File: config.mk
export PLATFORM = sky130hd
export DESIGN_NAME = ifetch_unit
export DESIGN_NICKNAME = d
export VERILOG_FILES = /design/src/rtl/ifetch_pkg.sv /design/src/rtl/ifetch_fifo.sv /design/src/rtl/ifetch_unit.sv
export SDC_FILE = /design/constraint.sdc
export NUM_CORES = 1
export LEC_CHECK = 0
export ABC_AREA = 0
export CAP_MARGIN = 30
export CORE_MARGIN = 10
export CORE_UTILIZATION = 45
export DETAILED_ROUTE_END_ITERATION = 16
export GPL_TIMING_DRIVEN = 0
export PLACE_DENSITY_LB_ADDON = 0.08
export SYNTH_ARGS = -nofsm -noshare
export SYNTH_HDL_FRONTEND = slang
export SYNTH_SLANG_ARGS = --single-unit
File: constraint.sdc
create_clock -name Clock -period 8.69 [get_ports Clock]
set_input_delay 1.3035 -clock Clock [delete_from_list [all_inputs] [get_ports Clock]]
set_output_delay 1.3035 -clock Clock [all_outputs]
set_load 0.03 [all_outputs]
File: src/rtl/ifetch_pkg.sv
// Shared types and constants for the instruction-fetch front end.
package ifetch_pkg;

  typedef enum logic [1:0] {
    IDLE  = 2'd0,
    FETCH = 2'd1,
    FLUSH = 2'd2
  } ifetch_state_e;

  localparam logic [31:0] WORD_BYTES       = 32'd4;
  localparam logic [31:0] RESET_PC_DEFAULT = 32'h0000_0000;

endpackage

File: src/rtl/ifetch_fifo.sv
// DEPTH-entry synchronous FIFO holding {pc, instr} pairs; flush wins over push.
module ifetch_fifo #(
  parameter int unsigned DEPTH = 2,
  parameter int unsigned WIDTH = 64,
  localparam int unsigned AW = (DEPTH > 1) ? $clog2(DEPTH) : 1,
  localparam int unsigned CW = $clog2(DEPTH + 1)
) (
  input  logic             clk,
  input  logic             rst,
  input  logic             push,
  input  logic             pop,
  input  logic             flush,
  input  logic [WIDTH-1:0] wdata,
  output logic [WIDTH-1:0] rdata,
  output logic             full,
  output logic             empty,
  output logic [CW-1:0]    count
);

  localparam logic [AW-1:0] LAST = AW'(DEPTH - 1);

  logic [WIDTH-1:0] mem_q [DEPTH];
  logic [WIDTH-1:0] mem_d [DEPTH];
  logic [AW-1:0]    wr_ptr_q, wr_ptr_d;
  logic [AW-1:0]    rd_ptr_q, rd_ptr_d;
  logic [CW-1:0]    count_q, count_d;
  logic             do_push, do_pop;

  always_comb begin
    empty    = (count_q == '0);
    full     = (count_q == CW'(DEPTH));
    count    = count_q;
    rdata    = mem_q[rd_ptr_q];
    do_pop   = pop && !empty;
    // A pop in the same cycle frees the slot, so a push into a full FIFO is legal then.
    do_push  = push && !flush && (!full || do_pop);
    mem_d    = mem_q;
    wr_ptr_d = wr_ptr_q;
    rd_ptr_d = rd_ptr_q;
    count_d  = count_q;
    if (do_push) begin
      mem_d[wr_ptr_q] = wdata;
      wr_ptr_d        = (wr_ptr_q == LAST) ? '0 : wr_ptr_q + AW'(1);
    end
    if (do_pop) begin
      rd_ptr_d = (rd_ptr_q == LAST) ? '0 : rd_ptr_q + AW'(1);
    end
    case ({do_push, do_pop})
      2'b10:   count_d = count_q + CW'(1);
      2'b01:   count_d = count_q - CW'(1);
      default: count_d = count_q;
    endcase
    if (flush) begin
      wr_ptr_d = '0;
      rd_ptr_d = '0;
      count_d  = '0;
    end
  end

  always_ff @(posedge clk or posedge rst) begin
    if (rst) begin
      for (int unsigned i = 0; i < DEPTH; i++) begin
        mem_q[i] <= '0;
      end
      wr_ptr_q <= '0;
      rd_ptr_q <= '0;
      count_q  <= '0;
    end else begin
      mem_q    <= mem_d;
      wr_ptr_q <= wr_ptr_d;
      rd_ptr_q <= rd_ptr_d;
      count_q  <= count_d;
    end
  end

endmodule

File: src/rtl/ifetch_unit.sv
// Instruction-fetch front end: PC ownership, memory request issue, response buffering, redirect flush.
// Optional IFETCH_ALIGN_CHECK_EN adds a sticky FetchFault on misaligned redirects.
module ifetch_unit
  import ifetch_pkg::*;
#(
  parameter logic [31:0] RESET_PC = RESET_PC_DEFAULT,
  parameter int unsigned DEPTH    = 2
) (
  input  logic        Clock,
  input  logic        Reset,
  input  logic        Redirect,
  input  logic [31:0] RedirectAddress,
  output logic        MemReqValid,
  input  logic        MemReqReady,
  output logic [31:0] MemReqAddress,
  input  logic        MemRespValid,
  input  logic [31:0] MemRespData,
  output logic        InstrValid,
  input  logic        InstrReady,
  output logic [31:0] Instr,
`ifdef IFETCH_ALIGN_CHECK_EN
  output logic        FetchFault,
`endif
  output logic [31:0] InstrPC
);

  localparam int unsigned CW      = $clog2(DEPTH + 1);
  localparam logic [CW:0] DEPTH_L = (CW + 1)'(DEPTH);

  ifetch_state_e state_q, state_d;
  logic [31:0]   fetch_pc_q, fetch_pc_d;
  logic [31:0]   resp_pc_q, resp_pc_d;
  logic [CW-1:0] out_q, out_d;
  logic [CW-1:0] drop_q, drop_d;
  logic [CW-1:0] inflight;
  logic [31:0]   redir_addr;
  logic          req_fire, resp_fire, pop, push, flush, issue_block;
  logic          fifo_full, fifo_empty;
  logic [CW-1:0] fifo_count;
  logic [63:0]   fifo_rdata;
`ifdef IFETCH_ALIGN_CHECK_EN
  logic          fault_q, fault_d;
`endif

  always_comb begin
    issue_block = 1'b0;
`ifdef IFETCH_ALIGN_CHECK_EN
    issue_block = fault_q;
`endif
    InstrValid    = !fifo_empty;
    InstrPC       = fifo_rdata[63:32];
    Instr         = fifo_rdata[31:0];
    // Outstanding + occupancy only shrinks without a handshake, so a raised request stays raised.
    MemReqValid   = (state_q == FETCH) && !issue_block && !fifo_full &&
                    (({1'b0, out_q} + {1'b0, fifo_count}) < DEPTH_L);
    MemReqAddress = fetch_pc_q;
    req_fire      = MemReqValid && MemReqReady;
    resp_fire     = MemRespValid;
    pop           = InstrValid && InstrReady;
  end

  always_comb begin
    state_d    = state_q;
    fetch_pc_d = fetch_pc_q;
    resp_pc_d  = resp_pc_q;
    out_d      = out_q;
    drop_d     = drop_q;
    push       = 1'b0;
    flush      = 1'b0;
    inflight   = out_q + drop_q + CW'(req_fire) - CW'(resp_fire);
`ifdef IFETCH_ALIGN_CHECK_EN
    fault_d    = fault_q;
    redir_addr = RedirectAddress;
`else
    redir_addr = RedirectAddress & ~32'h3;
`endif

    if (req_fire) begin
      fetch_pc_d = fetch_pc_q + WORD_BYTES;
      out_d      = out_q + CW'(1);
    end
    if (resp_fire) begin
      if (state_q == FLUSH) begin
        drop_d = drop_q - CW'(1);
      end else begin
        push      = 1'b1;
        resp_pc_d = resp_pc_q + WORD_BYTES;
        out_d     = out_d - CW'(1);
      end
    end

    case (state_q)
      IDLE:    state_d = FETCH;
      FLUSH:   if (drop_d == '0) state_d = FETCH;
      default: state_d = state_q;
    endcase

    // Every request still owed a response after this edge becomes a response to discard.
    if (Redirect) begin
      push       = 1'b0;
      flush      = 1'b1;
      fetch_pc_d = redir_addr;
      resp_pc_d  = redir_addr;
      out_d      = '0;
      drop_d     = inflight;
      state_d    = (inflight != '0) ? FLUSH : FETCH;
`ifdef IFETCH_ALIGN_CHECK_EN
      if (RedirectAddress[1:0] != 2'b00) fault_d = 1'b1;
`endif
    end
  end

  always_ff @(posedge Clock or posedge Reset) begin
    if (Reset) begin
      state_q    <= IDLE;
      fetch_pc_q <= RESET_PC;
      resp_pc_q  <= RESET_PC;
      out_q      <= '0;
      drop_q     <= '0;
    end else begin
      state_q    <= state_d;
      fetch_pc_q <= fetch_pc_d;
      resp_pc_q  <= resp_pc_d;
      out_q      <= out_d;
      drop_q     <= drop_d;
    end
  end

`ifdef IFETCH_ALIGN_CHECK_EN
  always_ff @(posedge Clock or posedge Reset) begin
    if (Reset) fault_q <= 1'b0;
    else       fault_q <= fault_d;
  end

  always_comb FetchFault = fault_q;
`endif

  ifetch_fifo #(
    .DEPTH(DEPTH),
    .WIDTH(64)
  ) u_fifo (
    .clk  (Clock),
    .rst  (Reset),
    .push (push),
    .pop  (pop),
    .flush(flush),
    .wdata({resp_pc_q, MemRespData}),
    .rdata(fifo_rdata),
    .full (fifo_full),
    .empty(fifo_empty),
    .count(fifo_count)
  );

endmodule
==> results.sh, run 1 <==
export IMPL_status="finished clean"
export IMPL_yosysWarningCount=0
export IMPL_stdcell_count=1223
export IMPL_synth_edff_count=0
export IMPL_cts_sinks=194
export IMPL_portBuffers=161
export IMPL_hold_viol=0
export IMPL_antenna_left=0
export IMPL_r2r_start="out_q[0]"
export IMPL_worst_path_max_fanout=10
export IMPL_rows=53
export IMPL_grt_overflow_total=0
export IMPL_power_density_nw_per_um2=322
export IMPL_clk_path_buf_depth=2
export IMPL_vdd_ir_drop_max_uv=133
export IMPL_vias_per_cell=5.44
export IMPL_worst_slack_ns=4.38
export IMPL_grt_pass1_wl_um=40000
export IMPL_r2r_setup_slack_ns=5.39
export IMPL_multi_input_area_um2=4420
export IMPL_p_int_mw=2.46
export IMPL_switching_share_pct=36.4
export IMPL_cts_max_level=4
export IMPL_final_common_cell="mux2_2"
export IMPL_drive_gt1_share_pct=29.1
export IMPL_tightest_slew_ns=0.779
export IMPL_drv_slew=0
export IMPL_critical_path_arrival_ns=3.01
export IMPL_timing_fmax_ghz=0.232
export IMPL_endpoint_kind="primary output"
export IMPL_p_clk_share_pct=19.4
export IMPL_syn_avg_cell_area_um2=12.6
export IMPL_yosysUniqueCellTypes=50
export IMPL_synth_top_cell_by_area="dfrtp_1"
export IMPL_cts_root_buf="clkbuf_16"
export IMPL_required_ns=7.39
export IMPL_reg2regPathDepth=11
export IMPL_clock_latency_ns=0.43
export IMPL_antenna_found_initial=0
export IMPL_syn_instance_count=751
export IMPL_critPathLaunchType="flop"
export IMPL_gp_congestion=0.838
export IMPL_min_to="u_fifo.mem_q[48]"
export IMPL_fp_dieW_um=165
export IMPL_final_cell_area_um2=12000
export IMPL_grt_total_usage_pct=18.8
export IMPL_ys_ff_latch=194
export IMPL_grt_start_max_net_pins=132
export IMPL_place_ws_ns=4.71
export IMPL_layout_nets=1010
export IMPL_routed_wl_um=25400
export IMPL_crit_type="flop to primary output"
export IMPL_yosysSeqAreaShare_pct=51.2
export IMPL_fp_dieH_um=165
export IMPL_seq_power_share_pct=37.7
export IMPL_syn_area_um2=9490
export IMPL_vias=6654
export IMPL_tns_ns=0
export IMPL_crit_reg2reg_capture="state_q[0]"
export IMPL_io_pins=168
export IMPL_seqCellArea_um2=4850
export IMPL_n_fill_cell=1739
export IMPL_power_switching_mw=1.41
export IMPL_ys_async_sr_fraction_pct=100
export IMPL_place_inst=1191
export IMPL_cts_hold_buf=0
export IMPL_grt_pass1_vias=7193
export IMPL_area_growth_syn_to_layout_pct=26.9
export IMPL_hold_path_cell_count=1
export IMPL_initial_core_util_pct=45.4
export IMPL_rsz0062_at_grt="false"
export IMPL_layout_common_cells="218 x mux2_2, 194 x dfrtp_1, 161 x clkdlybuf4s50_1"
export IMPL_fin_crit_ns=4.31
export IMPL_die_area_um2=27300
export IMPL_comb_power_share_pct=42.9
export IMPL_num_antenna_cells=0
export IMPL_cts_setup_buffers=0
export IMPL_fp_coreArea_um2=20900
export IMPL_numCtsBuffers=17
export IMPL_leakage_nw=4.88
export IMPL_synthTopCellsByArea="dfrtp_1 51%, mux2_2 26%, xor2_1 3.0%"
export IMPL_cap_viol_max_count=0
export IMPL_cts_clk_slew_worst_paths_ns=0.07
export IMPL_firstDrtPassIters=5
export IMPL_synth_top_area_share_pct=51.2
export IMPL_dr_first_iter_drc_count=335
export IMPL_hold_path_class="flop to flop"
export IMPL_cts_tree="yes"
export IMPL_post_dp_hpwl_um=18800
export IMPL_place_area_um2=11500
export IMPL_holdCritStartpoint="u_fifo.mem_q[48]"
export IMPL_cts_resized=0
export IMPL_ys_flop_type="dfrtp_1"
export IMPL_setup_viol=0
export IMPL_finClkSkew_ns=0.0130
export IMPL_wl_per_cell_um=20.8
export IMPL_relSlewSlack_pct=47.8
export IMPL_drc=0
export IMPL_finalCritPeriodShare_pct=49.6
==> state kept, by name, indices dropped and copies added, names as in the netlist <==
name	flops
u_fifo.rd_ptr_q	1
u_fifo.count	2
MemReqAddress	30
out_q	2
resp_pc_q	30
u_fifo.wr_ptr_q	1
state_q	2
u_fifo.mem_q	124
drop_q	2
==> how the worst max path moves through the flow <==
stage	cells after the start	start	end
5_1_grt	4	u_fifo.rd_ptr_q	InstrPC[5]
6_report	4	u_fifo.rd_ptr_q	InstrPC[5]
3_5_place_dp	8	MemRespValid	resp_pc_q[30]
4_1_cts	4	u_fifo.rd_ptr_q	InstrPC[5]
3_3_place_gp	2	Reset	u_fifo.mem_q[68]
2_1_floorplan	1	Reset	MemReqAddress[10]
==> power by group through the flow <==
stage / registers (mW) / logic, mW / clock network [mW]
2_1_floorplan: 1.43 / 1.10 / 0
3_3_place_gp: 1.45 / 1.64 / 0
3_5_place_dp: 1.48 / 1.68 / 0
4_1_cts: 1.46 / 1.69 / 0.771
5_1_grt: 1.50 / 1.77 / 0.804
6_report: 1.46 / 1.66 / 0.753
==> through the flow <==
step	hold WS [ns]	util (%)	total power, mW
final	0.501	57.7	3.87
after global routing	0.516	57.7	4.08
after CTS	0.504	57.7	3.92
after detailed placement	0.488	55.0	3.16
after global placement	0.481	54.8	3.09
after floorplan	0.474	-	2.53
==> Yosys cell counts (all sizes together) (2+ instances only) <==
master and number:
a21oi 9, nand4 27, o31a 4, nor2b 4, xnor2 28, nand4bb 2, nor4 10, a211oi 2
a221oi 2, inv 8, nor3b 2, and2 10, nand3 21, ha 3, a21boi 10, o21a 3
mux2 218, nand2 28, dfrtp 194, nand2b 11, xor2 33, and3 13, nor3 14, mux2i 4
buf 20, fa 2, nor2 20, clkbuf 21, o21ai 5, a31oi 2, and4 10
==> logic make-up (layout without fill, tap and decap cells) <==
kind of cell | count (synthesis) | after routing | synth area share [%]
DFF | 194 | 194 | 51.2
other | 1 | 4 | 0.0395
xor gates and xnor gates | 61 | 61 | 5.63
muxes | 222 | 222 | 26.3
and+or+nand+nor | 176 | 176 | 10.7
adders and majority gates | 5 | 5 | 0.817
buffers and inverters | 50 | 244 | 2.35
AOI/OAI and AO/OA | 42 | 42 | 3.06
==> layer usage <==
layer / GRT usage, % / wire, um / vias to the layer above
li1: - / - / 3061
met1: 23.0 / 10700 / 3397
met2: 32.8 / 13000 / 169
met3: 3.82 / 1380 / 27
met4: 5.31 / 343 / 0
met5: 0 / 0 / -
==> worst max-delay path, stage by stage, from the launching register on <==
cell and delay (ns):
dfrtp_1 0.32, clkbuf_1 0.57, clkbuf_1 0.67, mux2_2 0.42, clkdlybuf4s50_1 0.60
==> cell type report <==
| type | instances | area share [%] |
|---|---|---|
| Inverter | 9 | 0.343 |
| Tap cell | 275 | 2.86 |
| Buffer | 41 | 1.57 |
| Multi-Input combinational cell | 510 | 36.7 |
| Clock buffer | 20 | 3.71 |
| Timing Repair Buffer | 162 | 13.6 |
| Clock inverter | 12 | 0.893 |
| Sequential cell | 194 | 40.3 |
(Power assumes the default switching activity.)
==> run 2: changes to the inputs <==
==> constraint.sdc (replaced) <==
create_clock -name Clock -period 3.5 [get_ports Clock]
set_input_delay 0.525 -clock Clock [delete_from_list [all_inputs] [get_ports Clock]]
set_output_delay 0.525 -clock Clock [all_outputs]
set_load 0.03 [all_outputs]
==> run 2 against run 1 <==
  * First-iteration DRC count rose by 31%
  * Critical path type unchanged
  * Clock power grew to 2.7 times the previous value
  * Wire length increased by 0.10%
  * Highest routed layer unchanged
  * Hold slack worse by 0.092 ns
  * Core utilization rose by 0.65 points
  * Clock-buffer cell count is 2 lower
  * Register-to-register slack worse by 5.1 ns
  * Global-route usage is 0.12 points lower
  * Cell area up 1.1%
==> results.sh, run 2 (synthesized netlist as in run 1, its figures left out) <==
export IMPL_layout_common_cells="218 x mux2_2, 194 x dfrtp_1, 161 x clkdlybuf4s50_1"
export IMPL_place_inst=1195
export IMPL_cts_root_buf="clkbuf_16"
export IMPL_rows=53
export IMPL_dr_first_iter_drc_count=438
export IMPL_required_ns=2.97
export IMPL_vias=6624
export IMPL_gp_congestion=0.833
export IMPL_portBuffers=161
export IMPL_final_common_cell="mux2_2"
export IMPL_seqCellArea_um2=4850
export IMPL_crit_type="flop to primary output"
export IMPL_relSlewSlack_pct=44.0
export IMPL_area_growth_syn_to_layout_pct=28.4
export IMPL_hold_viol=0
export IMPL_cap_viol_max_count=0
export IMPL_final_cell_area_um2=12200
export IMPL_place_area_um2=11600
export IMPL_cts_max_level=4
export IMPL_tightest_slew_ns=0.835
export IMPL_layout_nets=1014
export IMPL_grt_total_usage_pct=18.6
export IMPL_antenna_found_initial=0
export IMPL_fp_dieH_um=165
export IMPL_hold_path_class="input port to asynchronous set/reset pin"
export IMPL_post_dp_hpwl_um=19200
export IMPL_firstDrtPassIters=5
export IMPL_clk_path_buf_depth=2
export IMPL_finClkSkew_ns=0.0126
export IMPL_numCtsBuffers=17
export IMPL_status="finished clean"
export IMPL_critical_path_arrival_ns=2.86
export IMPL_drive_gt1_share_pct=30.1
export IMPL_tns_ns=0
export IMPL_total_power_mw=9.77
export IMPL_die_area_um2=27300
export IMPL_rsz0062_at_grt="false"
export IMPL_vdd_ir_drop_max_uv=338
export IMPL_cts_sinks=194
export IMPL_wl_per_cell_um=20.7
export IMPL_leakage_nw=4.95
export IMPL_worst_path_max_fanout=5
export IMPL_regMostFlops="u_fifo.mem_q"
export IMPL_place_ws_ns=0.167
export IMPL_critPathLaunchType="flop"
export IMPL_power_density_nw_per_um2=802
export IMPL_grt_pass1_wl_um=39800
export IMPL_initial_core_util_pct=45.4
export IMPL_drv_slew=0
export IMPL_grt_start_max_net_pins=41
export IMPL_routed_wl_um=25500
export IMPL_setup_viol=0
export IMPL_timing_fmax_ghz=0.295
export IMPL_fin_crit_ns=3.39
export IMPL_worst_slack_ns=0.114
export IMPL_grt_pass1_vias=7150
export IMPL_n_fill_cell=1745
export IMPL_num_antenna_cells=0
export IMPL_grt_overflow_total=0
export IMPL_io_pins=168
export IMPL_antenna_left=0
export IMPL_fp_dieW_um=165
export IMPL_cts_clk_slew_worst_paths_ns=0.08
export IMPL_finalCritPeriodShare_pct=96.7
export IMPL_stdcell_count=1227
export IMPL_endpoint_kind="primary output"
export IMPL_fp_coreArea_um2=20900
export IMPL_clock_latency_ns=0.43
export IMPL_drc=0
export IMPL_vias_per_cell=5.40
export IMPL_cts_tree="yes"
export IMPL_largest_reg_flops=124
export IMPL_multi_input_area_um2=4430
## run 2: layout make-up
cell class / count / area share [%]
Tap cell: 275 / 2.82
Clock buffer: 18 / 3.61
Sequential cell: 194 / 39.9
Buffer: 41 / 1.60
Multi-Input combinational cell: 510 / 36.4
Timing Repair Buffer: 166 / 14.1
Inverter: 9 / 0.308
Clock inverter: 14 / 1.37
## run 2: where the power goes
group / switching (mW) / internal (mW) / total, mW / leakage [nW]
combinational: 2.05 / 2.09 / 4.14 / 2.37
sequential: 0.532 / 3.09 / 3.62 / 2.29
clock: 0.911 / 1.10 / 2.01 / 0.288
## run 2: path summary, 6_finish.rpt
kind	slack, ns	to	cells after the start	start
min reg2reg	0.50	u_fifo.mem_q[25]	1	u_fifo.mem_q[25]
max	0.11	MemReqValid	5	out_q[0]
min	0.41	u_fifo.mem_q[30]	2	Reset
max reg2reg	0.25	state_q[0]	9	out_q[0]
min in group Clock	0.50	u_fifo.mem_q[25]	1	u_fifo.mem_q[25]
max in group asynchronous	2.32	u_fifo.mem_q[61]	4	Reset
## run 2: repair_timing
item | CTS | global route
hold buffers | 0 | 0
setup endpoints to repair | 15 | 27
resized for setup | 2 | 7
cloned | 0 | 0
hold endpoints to repair | 0 | 0
pin swaps | 0 | 0
setup buffers | 0 | 0
## run 2: critical path, cell delays in order (launching register included)
cell and delay (ns):
dfrtp_1 0.45, and2_1 0.20, fa_1 0.47, nor4b_4 0.42, and2_1 0.22, clkdlybuf4s50_1 0.68
## run 2: per-layer routing
layer	up-vias	track usage [%]	wire length (um)
li1	3065	-	-
met1	3360	22.8	10600
met2	167	32.2	13000
met3	32	4.04	1420
met4	0	5.92	468
met5	-	0	0
## run 2: through the flow
stage                     utilization [%]  hold slack (ns)
after global routing                 58.3            0.421
after floorplan                         -            0.474
after detailed placement             55.3            0.487
after global placement               54.9            0.481
final                                58.3            0.408
after CTS                            58.3            0.402
==> run 3: changes to the inputs <==
--- a/config.mk
+++ b/config.mk
@@ -12,6 +12,7 @@
 export DETAILED_ROUTE_END_ITERATION = 16
 export GPL_TIMING_DRIVEN = 0
 export PLACE_DENSITY_LB_ADDON = 0.08
+export SLEW_MARGIN = 20
 export SYNTH_ARGS = -nofsm -noshare
 export SYNTH_HDL_FRONTEND = slang
 export SYNTH_SLANG_ARGS = --single-unit
==> run 3 against run 2 <==
  * Sequential share of layout area shrank 0.090 points
  * Global-route usage grew 0.061 points
  * Largest power group unchanged
  * Hold slack gained 0.071 ns
  * Highest routed layer unchanged
  * Clock skew is essentially flat
  * Clock-buffer cell count is the same
  * Wire length shrank 0.19%
==> results.sh, run 3 (synthesized netlist as in run 1, its figures left out) <==
export IMPL_status="finished clean"
export IMPL_rsz0062_at_grt="false"
export IMPL_initial_core_util_pct=45.4
export IMPL_reg2regPathDepth=9
export IMPL_dr_first_iter_drc_count=318
export IMPL_numCtsBuffers=17
export IMPL_portBuffers=161
export IMPL_drv_slew=0
export IMPL_vias=6684
export IMPL_path_common_cell="and2_1"
export IMPL_crit_type="flop to primary output"
export IMPL_cts_root_buf="clkbuf_16"
export IMPL_layout_nets=1015
export IMPL_final_common_cell="mux2_2"
export IMPL_worstPathCellList="and2_1, fa_1, nor4b_4, and2_1, clkdlybuf4s50_1"
export IMPL_relSlewSlack_pct=45.7
export IMPL_cts_tree="yes"
export IMPL_vdd_ir_drop_max_uv=357
export IMPL_drive_gt1_share_pct=30.2
export IMPL_crit_reg2reg_capture="state_q[0]"
export IMPL_cap_viol_max_count=0
export IMPL_timing_fmax_ghz=0.296
export IMPL_largest_reg_flops=124
export IMPL_fp_dieH_um=165
export IMPL_required_ns=2.97
export IMPL_power_density_nw_per_um2=801
export IMPL_grt_start_max_net_pins=37
export IMPL_worst_path_max_fanout=5
export IMPL_r2r_start="out_q[0]"
export IMPL_vias_per_cell=5.44
export IMPL_max_stage_delay_ns=0.69
export IMPL_clk_path_buf_depth=2
export IMPL_drc=0
export IMPL_firstDrtPassIters=5
export IMPL_grt_total_usage_pct=18.7
export IMPL_cts_sinks=194
export IMPL_n_fill_cell=1747
export IMPL_hold_viol=0
export IMPL_antenna_found_initial=0
export IMPL_regMostFlops="u_fifo.mem_q"
export IMPL_leakage_nw=4.96
export IMPL_io_pins=168
export IMPL_die_area_um2=27300
export IMPL_grt_pass1_wl_um=39800
export IMPL_place_area_um2=11600
export IMPL_fp_coreArea_um2=20900
export IMPL_cts_clk_slew_worst_paths_ns=0.07
export IMPL_clock_latency_ns=0.43
export IMPL_grt_pass1_vias=7150
export IMPL_post_dp_hpwl_um=19200
export IMPL_critical_path_arrival_ns=2.86
export IMPL_wl_per_cell_um=20.7
export IMPL_rows=53
export IMPL_place_ws_ns=0.189
export IMPL_cts_setup_buffers=0
export IMPL_layout_common_cells="218 x mux2_2, 194 x dfrtp_1, 161 x clkdlybuf4s50_1"
export IMPL_final_cell_area_um2=12200
export IMPL_antenna_left=0
export IMPL_fp_dieW_um=165
export IMPL_critPathLaunchType="flop"
export IMPL_gp_congestion=0.833
export IMPL_setup_viol=0
export IMPL_tightest_slew_ns=0.810
export IMPL_fin_crit_ns=3.38
export IMPL_endpoint_kind="primary output"
export IMPL_grt_overflow_total=0
export IMPL_num_antenna_cells=0
export IMPL_finClkSkew_ns=0.0131
export IMPL_area_growth_syn_to_layout_pct=28.6
export IMPL_hold_path_class="input port to asynchronous set/reset pin"
export IMPL_worst_slack_ns=0.119
export IMPL_r2r_setup_slack_ns=0.25
export IMPL_holdWs_ns=0.480
export IMPL_routed_wl_um=25400
export IMPL_cts_max_level=4
export IMPL_finalCritPeriodShare_pct=96.6
export IMPL_cp_slowest_cell="clkdlybuf4s50_1"
-- run 3: cell types whose count changed in the layout (fill, tap and decap cells not counted) --
cell / previous run / this run
clkinv_2: 0 / 1
clkinvlp_4: 4 / 3
buf_12: 5 / 6
inv_8: 2 / 0
clkinv_8: 0 / 2
-- run 3: routing by layer --
metal,GRT usage [%],routed length (um),vias up
met5,0,0,-
met4,6.56,584,0
met2,31.7,12800,166
li1,-,-,3077
met1,22.6,10700,3404
met3,4.83,1370,37
-- run 3: per-stage QoR --
step	total power, mW	utilization (%)	TNS (ns)	instances
after floorplan	6.29	-	0	754
after global placement	7.67	54.9	-185.86	1190
after detailed placement	7.85	55.4	0	1196
after CTS	9.87	58.4	0	1228
after global routing	10.3	58.4	0	1228
final	9.77	58.4	0	1228
-- run 3: worst max-delay path, delay by kind of cell, from the launching register on --
kind	cells	cell delay, ns
buffers and inverters	1	0.69
DFF	1	0.45
adders and majority gates	1	0.47
and+or+nand+nor	3	0.82
-- run 3: layout make-up --
class,count,area [um^2],share of cell area (%)
Multi-Input combinational cell,510,4430,36.3
Clock buffer,18,439,3.60
Timing Repair Buffer,167,1730,14.2
Buffer,41,195,1.60
Sequential cell,194,4850,39.8
Clock inverter,14,174,1.42
Inverter,9,37.5,0.307
Tap cell,275,344,2.82
-- run 3: how the worst max path moves through the flow --
stage / start / to / depth (start not counted)
final: out_q[0] / MemReqValid / 5
after CTS: out_q[0] / MemReqValid / 5
after global placement: Reset / u_fifo.mem_q[3] / 2
after global routing: out_q[0] / MemReqValid / 5
after floorplan: Reset / MemReqAddress[10] / 1
after detailed placement: out_q[0] / state_q[0] / 9
-- run 3: where the power goes --
part	switching [mW]	internal, mW
Sequential	0.534	3.09
Combinational	2.06	2.09
Clock	0.907	1.10
Total	3.50	6.28
-- run 3: what timing repair did --
item                                    CTS  global route
hold buffers                              0             0
endpoints found under the setup margin   20            13
gates resized for setup                   3             5
